**src/rtl/fifo_traffic_seq.sv**
```systemverilog
// Traffic-phase sequencer: steps grant_in_ctrl through repeated
// fill / random / drain rounds against the FIFO under test, reacting to the
// FIFO full/empty flags and to per-phase cycle counters with timeout guards.
module fifo_traffic_seq #(
  parameter int unsigned RAND_CYCLES    = 16,
  parameter int unsigned NUM_ROUNDS     = 2,
  parameter int unsigned TIMEOUT_CYCLES = 256,
  parameter int unsigned RND_W          = 8
) (
  input  logic             clk,
  input  logic             rst_n,
  input  logic             start,
  input  logic             abort,
  input  logic             fifo_full,
  input  logic             fifo_empty,
  output logic [1:0]       grant_in_ctrl,
  output logic             busy,
  output logic             done,
  output logic             timeout,
  output logic [RND_W-1:0] round_cnt
);

  localparam int unsigned CNT_MAX = (RAND_CYCLES > TIMEOUT_CYCLES) ? RAND_CYCLES : TIMEOUT_CYCLES;
  localparam int unsigned CNT_W   = $clog2(CNT_MAX + 1);

  localparam logic [1:0] BW_000 = 2'b00;
  localparam logic [1:0] BW_050 = 2'b01;
  localparam logic [1:0] BW_100 = 2'b10;

  typedef enum logic [2:0] {
    S_IDLE   = 3'd0,
    S_FILL   = 3'd1,
    S_RANDOM = 3'd2,
    S_DRAIN  = 3'd3,
    S_DONE   = 3'd4
  } state_e;

  state_e           state_q, state_d;
  logic [CNT_W-1:0] cnt_q, cnt_d;
  logic [RND_W-1:0] round_q, round_d;
  logic             timeout_q, timeout_d;
  logic [1:0]       grant_q, grant_d;
  logic             busy_q, busy_d;
  logic             done_q, done_d;

  logic [RND_W-1:0] round_inc;
  logic             rand_last;
  logic             phase_expired;

  assign round_inc     = round_q + RND_W'(1);
  assign rand_last     = (cnt_q == CNT_W'(RAND_CYCLES - 1));
  assign phase_expired = (cnt_q == CNT_W'(TIMEOUT_CYCLES - 1));

  // Next state, round/timeout bookkeeping and next-state output decode.
  always_comb begin
    state_d   = state_q;
    round_d   = round_q;
    timeout_d = timeout_q;
    grant_d   = BW_000;
    busy_d    = 1'b0;
    done_d    = 1'b0;

    if (abort) begin
      // Abort keeps the round count so the controller can see how far it got.
      state_d   = S_IDLE;
      timeout_d = 1'b0;
    end else begin
      case (state_q)
        S_IDLE, S_DONE: begin
          if (start) begin
            state_d   = S_FILL;
            round_d   = '0;
            timeout_d = 1'b0;
          end
        end
        S_FILL: begin
          if (fifo_full) begin
            state_d = S_RANDOM;
          end else if (phase_expired) begin
            state_d   = S_DONE;
            timeout_d = 1'b1;
          end
        end
        S_RANDOM: begin
          if (rand_last) begin
            state_d = S_DRAIN;
          end
        end
        S_DRAIN: begin
          if (fifo_empty) begin
            round_d = round_inc;
            state_d = (round_inc == RND_W'(NUM_ROUNDS)) ? S_DONE : S_FILL;
          end else if (phase_expired) begin
            state_d   = S_DONE;
            timeout_d = 1'b1;
          end
        end
        default: state_d = S_IDLE;
      endcase
    end

    // Counter restarts on every state entry.
    cnt_d = (state_d != state_q) ? '0 : cnt_q + CNT_W'(1);

    case (state_d)
      S_FILL:   busy_d = 1'b1;
      S_RANDOM: begin
        grant_d = BW_050;
        busy_d  = 1'b1;
      end
      S_DRAIN:  begin
        grant_d = BW_100;
        busy_d  = 1'b1;
      end
      S_DONE:   done_d = 1'b1;
      default:  grant_d = BW_000;
    endcase
  end

  // State, counters and registered outputs.
  always_ff @(posedge clk or negedge rst_n) begin
    if (!rst_n) begin
      state_q   <= S_IDLE;
      cnt_q     <= '0;
      round_q   <= '0;
      timeout_q <= 1'b0;
      grant_q   <= BW_000;
      busy_q    <= 1'b0;
      done_q    <= 1'b0;
    end else begin
      state_q   <= state_d;
      cnt_q     <= cnt_d;
      round_q   <= round_d;
      timeout_q <= timeout_d;
      grant_q   <= grant_d;
      busy_q    <= busy_d;
      done_q    <= done_d;
    end
  end

  assign grant_in_ctrl = grant_q;
  assign busy          = busy_q;
  assign done          = done_q;
  assign timeout       = timeout_q;
  assign round_cnt     = round_q;

endmodule

```
**config.mk**
```make
export PLATFORM = sky130hd
export DESIGN_NAME = fifo_traffic_seq
export DESIGN_NICKNAME = d
export VERILOG_FILES = /design/src/rtl/fifo_traffic_seq.sv
export SDC_FILE = /design/constraint.sdc
export NUM_CORES = 1
export LEC_CHECK = 0
export ABC_AREA = 1
export CORE_MARGIN = 10
export CORE_UTILIZATION = 50
export CTS_CLUSTER_SIZE = 30
export DETAILED_ROUTE_END_ITERATION = 10
export DONT_BUFFER_PORTS = 1
export SLEW_MARGIN = 20
export SYNTH_ARGS = -nofsm -noshare
export SYNTH_HDL_FRONTEND = slang
export SYNTH_SLANG_ARGS = --single-unit
export TNS_END_PERCENT = 5
```
**constraint.sdc**
```tcl
create_clock -name clk -period 6.2 [get_ports clk]
set_input_delay 1.55 -clock clk [delete_from_list [all_inputs] [get_ports clk]]
set_output_delay 1.55 -clock clk [all_outputs]
set_load 0.02 [all_outputs]
```
# == Word-level counts from Yosys, hierarchy flattened ==
# Index checks and enable logic that the tools add are counted.
# totals
register_bits,25
input_bits,6
output_inout_bits,13
elab_cells,55
# op_classes
add_sub_neg,2
n_eq_ne,17
mux,21
bitwise,1
reduce_logical,7
# ops
operator,n
3-bit 2-to-1 mux,7
8-bit 2-to-1 mux,2
8-bit one-hot mux with 2 select lines,1
"3-bit by 2-bit == test with 1-bit output, second input constant",4
3-bit one-hot mux with 4 select lines,1
"9-bit by 1-bit adder with 9-bit output, second input constant",1
"9-bit by 4-bit == test with 1-bit output, second input constant",1
"9-bit by 8-bit == test with 1-bit output, second input constant",1
9-bit 2-to-1 mux,1
"3-bit != test, second input constant",3
"8-bit by 1-bit adder with 8-bit output, second input constant",1
"8-bit by 2-bit == test with 1-bit output, second input constant",1
4-bit AND reduction,2
1-bit 2-to-1 mux,7
"3-bit by 1-bit == test with 1-bit output, second input constant",2
"3-bit == test, second input constant",2
"2-bit != test, second input constant",2
2-bit one-hot mux with 2 select lines,1
4-bit nonzero test,1
3-bit logical NOT,1
3-bit != test,1
1-bit one-hot mux with 3 select lines,1
3-bit OR reduction,1
2-bit nonzero test,1
other kinds (2),2

# == Depth between registers and ports, before layout ==
# logic_depth
ltp_word,9
ltp_mapped,13
depth_no_buf,13

# == Worst setup path after synthesis ==
# No wires, ideal clock.
# synth_timing
kind,input-to-reg
startpoint,input port fifo_empty
endpoint,register cnt_q[0]
setup_time_ps,80
arrival_ps,2417
t_required_ps,6120
path_slack_ps,3703
cell_stages,7
path_buffers,0
path_cell_list,inv_1 nand3_1 nand3_1 nand2_1 xor2_1 nand2_4 nor3_2
# synth_via
elab_chain_cells,5
# synth_rtl
element,line,text
from (decl),15,"input logic fifo_empty,"
3-bit 2-to-1 mux,90,if (fifo_empty) begin
3-bit one-hot mux with 4 select lines,68,case (state_q)
3-bit 2-to-1 mux,63,if (abort) begin
3-bit != test,103,cnt_d = (state_d != state_q) ? '0 : cnt_q + CNT_W'(1);
9-bit 2-to-1 mux,103,
net cnt_d[0],39,"logic [CNT_W-1:0] cnt_q, cnt_d;"
to (signal assigned),132,cnt_q <= cnt_d;
to (decl),39,
# The timed path passes the listed nets, and every way through them passes these cells.
# A chain may end at the register's enable or synchronous reset.

# == Worst setup path in the final report ==
# layout_timing
startpoint,"register round_q[0], in the netlist round_cnt[0]"
endpoint,output port round_cnt[0]
# layout_lines
element,line,text
from (decl),40,"logic [RND_W-1:0] round_q, round_d;"
from (signal assigned),133,round_q <= round_d;
to (decl),20,output logic [RND_W-1:0] round_cnt
# No word-level cell between the ends.

==> flow_summary_export.csv <==
group,metric,value,unit
hold_path,hp-start,"cnt_q[0]",
setup_path,critPathMaxFanout,9,
setup_path,r2r_end,"cnt_q[7]",
power_and_ir_drop,power_frac_clock,0.222,
routing,firstDrtPassIters,4,
timing,fin_setup_tns,0,ps
global_routing,grt_usage,0.114,
global_routing,grt.overflow.total,0,
synthesis,yosysMostFrequentCell,"nand2_1",
floorplanning,start_util,0.525,
clock_tree,cts_resized,0,
power_and_ir_drop,intPower,0.224,mW
setup_path,cp-start-kind,"flop",
timing,fin_crit_sh,0.406,
floorplanning,core_area,0.00278,mm^2
power_and_ir_drop,swShare,0.294,
hold_path,hold_class,"flop to flop",
cells_and_area,num-nets-final,192,
timing,rsz0062_at_grt,"no",
setup_path,worst-path-stages,0,
synthesis,ys_ff_latch,25,
global_routing,grt_antenna_before_repair,0,
synthesis,synth-edff-count,0,
routing,wl_per_cell,13.3,um
global_routing,grt_max_degree,26,
timing,finClkSkew,5.94,ps
floorplanning,die_area,0.00548,mm^2
setup_path,rr_startpoint,"cnt_q[0]",
synthesis,syn_inst,177,
timing,setup_viol,0,
timing,final-hold-violation-count,0,
hold_path,hold-path-cell-count,1,
clock_tree,hold_buffers,0,
cells_and_area,multiInputGateArea,718,um^2
placed_design,place_congestion,0.844,
clock_tree,clockRootBuffer,"clkbuf_4",
synthesis,synthFlopType,"dfrtp_1",
clock_tree,clock-sinks,25,
floorplanning,rows,19,
routing,ant_nets,0,
synthesis,synth_area_leaders,"dfrtp_1 (43%), nand2_1 (9.8%), inv_1 (6.7%), nor3_2 (6.2%), nand3_1 (5.5%)",
power_and_ir_drop,p_sw,0.0932,mW
global_routing,grtUsageMet1,0.129,
placed_design,dpl_cell_area,0.00150,mm^2
hold_path,whs_endpoint,"cnt_q[0]",
synthesis,syn_area_per_cell,8.26,um^2
setup_path,r2r_slack,3850,ps
placed_design,portBuffers,0,
setup_path,reg2reg_depth,13,
power_and_ir_drop,pwr-share-seq,0.602,
timing,maxSlewHeadroom,0.690,
setup_path,critPathRequiredTime,4650,ps
clock_tree,clk_pin_slew,130,ps
synthesis,syn-num-nets,187,
routing,dr_total_vias,1137,
global_routing,top_usage_layer,"met2",
setup_path,end_kind,"primary output",
timing,min_period,2520,ps
synthesis,synthArstFlopShare,1.00,
synthesis,synth_warnings,0,
power_and_ir_drop,p_comb_frac,0.176,
timing,fmax,397,MHz
clock_tree,cts_buffer_depth,2,
routing,route.detailed.drc,0,
floorplanning,dieWidth,74.1,um
job,drv_cap,0,
floorplanning,ios,19,
status,status,"finished clean",
cells_and_area,syn_to_final_growth,4.45,%
timing,tightestPinTransition,465,ps
clock_tree,post_cts_buffers,0,
synthesis,synth.cell_area,0.00146,mm^2
power_and_ir_drop,vdd_drop_max,162,uV
routing,first_iter_violations,52,
placed_design,place_hpwl,2230,um
synthesis,netlist_top_cells_count,"nand2_1 (38), inv_1 (26), dfrtp_1 (25), nand3_1 (16), nor2_1 (12)",
cells_and_area,num-fill-cells,279,
setup_path,arrival,970,ps
power_and_ir_drop,p_leak,0.695,nW
routing,drt_wl_total,2810,um
cells_and_area,diodes,0,
synthesis,seq_area_frac_synth,0.428,
clock_tree,cts_tree,"yes",
synthesis,synth_top_cell_by_area,"dfrtp_1",
global_routing,use_met2,0.195,
power_and_ir_drop,power_density,208,mW/mm^2
clock_tree,clock_latency,310,ps
routing,viasPerCell,5.36,
global_routing,grt_pass1_vias,1115,
clock_tree,cts_made_buffers,3,
setup_path,critPathKind,"flop to primary output",
clock_tree,htree_levels,1,
power_and_ir_drop,finalPower,0.317,mW
floorplanning,die_h,74.1,um
cells_and_area,drive_above_1_share,0.204,
cells_and_area,final_area,0.00153,mm^2
global_routing,use_met3,0.0359,
cells_and_area,seqCellArea,626,um^2
global_routing,grt_pass1_wl,5040,um
synthesis,yosysUniqueCellTypes,30,
timing,slew_viol_final,0,
synthesis,synthDominantCellAreaShare,0.428,
## layout by cell type (no fill, tap or decap), types with 2 or more instances in the layout
cell type	instances
o21ai_0	4
dfrtp_1	25
ha_1	4
nand4_1	3
inv_1	26
nor3_2	9
nand2_2	6
xor2_1	2
nor3_1	2
inv_2	4
o22ai_1	3
nand3_1	16
nor2_1	12
nand2_1	38
nor2_4	2
clkbuf_4	3
a21oi_1	3
or2_2	2
nor2_2	4
## through the flow
step | utilization | setup slack, ps | cells | hold slack, ps
after detailed placement | 0.539 | 3540 | 208 | 477
after global placement | 0.539 | 3600 | 208 | 474
after global routing | 0.549 | 3600 | 212 | 525
final | 0.549 | 3680 | 212 | 493
after floorplan | - | 3700 | 177 | 451
after CTS | 0.549 | 3640 | 212 | 496
## per-layer routing
metal	vias up	wire, um
li1	578	-
met4	0	40
met3	4	205
met2	22	1400
met1	533	1160
met5	-	0
## final cells by class
| class | instances | share of cell area |
|---|---|---|
| multi-input combinational | 121 | 0.470 |
| tap | 31 | 0.0254 |
| clock buffer | 4 | 0.0172 |
| sequential | 25 | 0.410 |
| inverter | 31 | 0.0770 |
## cells by family (layout without fill, tap and decap cells)
group | Yosys count | count (layout) | synth area share
simple gates | 98 | 98 | 0.362
buf+inv | 31 | 35 | 0.0805
flops | 25 | 25 | 0.428
compound gates | 16 | 16 | 0.0771
fa+ha+maj | 4 | 4 | 0.0342
xor+xnor | 3 | 3 | 0.0180
## worst max-delay path by stage
stage                        end  slack (ps)          from
global placement        cnt_q[6]        3600    fifo_empty
finish              round_cnt[0]        3680  round_cnt[0]
global route            cnt_q[1]        3600      cnt_q[0]
CTS                 round_cnt[0]        3640  round_cnt[0]
detailed placement      cnt_q[3]        3540    fifo_empty
floorplan               cnt_q[0]        3700    fifo_empty
## power by group through the flow
stage	clock network, mW	logic [mW]	registers [mW]
floorplan	0	0.0482	0.191
global placement	0	0.0545	0.194
detailed placement	0	0.0564	0.194
CTS	0.0756	0.0566	0.191
global route	0.0813	0.0634	0.193
finish	0.0704	0.0558	0.191
## flip-flops by register name, summed over array words and instances, names as in the netlist
register       cells
timeout            1
state_q            3
round_cnt          8
busy               1
cnt_q              9
done               1
grant_in_ctrl      2
No activity file was read; power rests on OpenSTA's default activity.
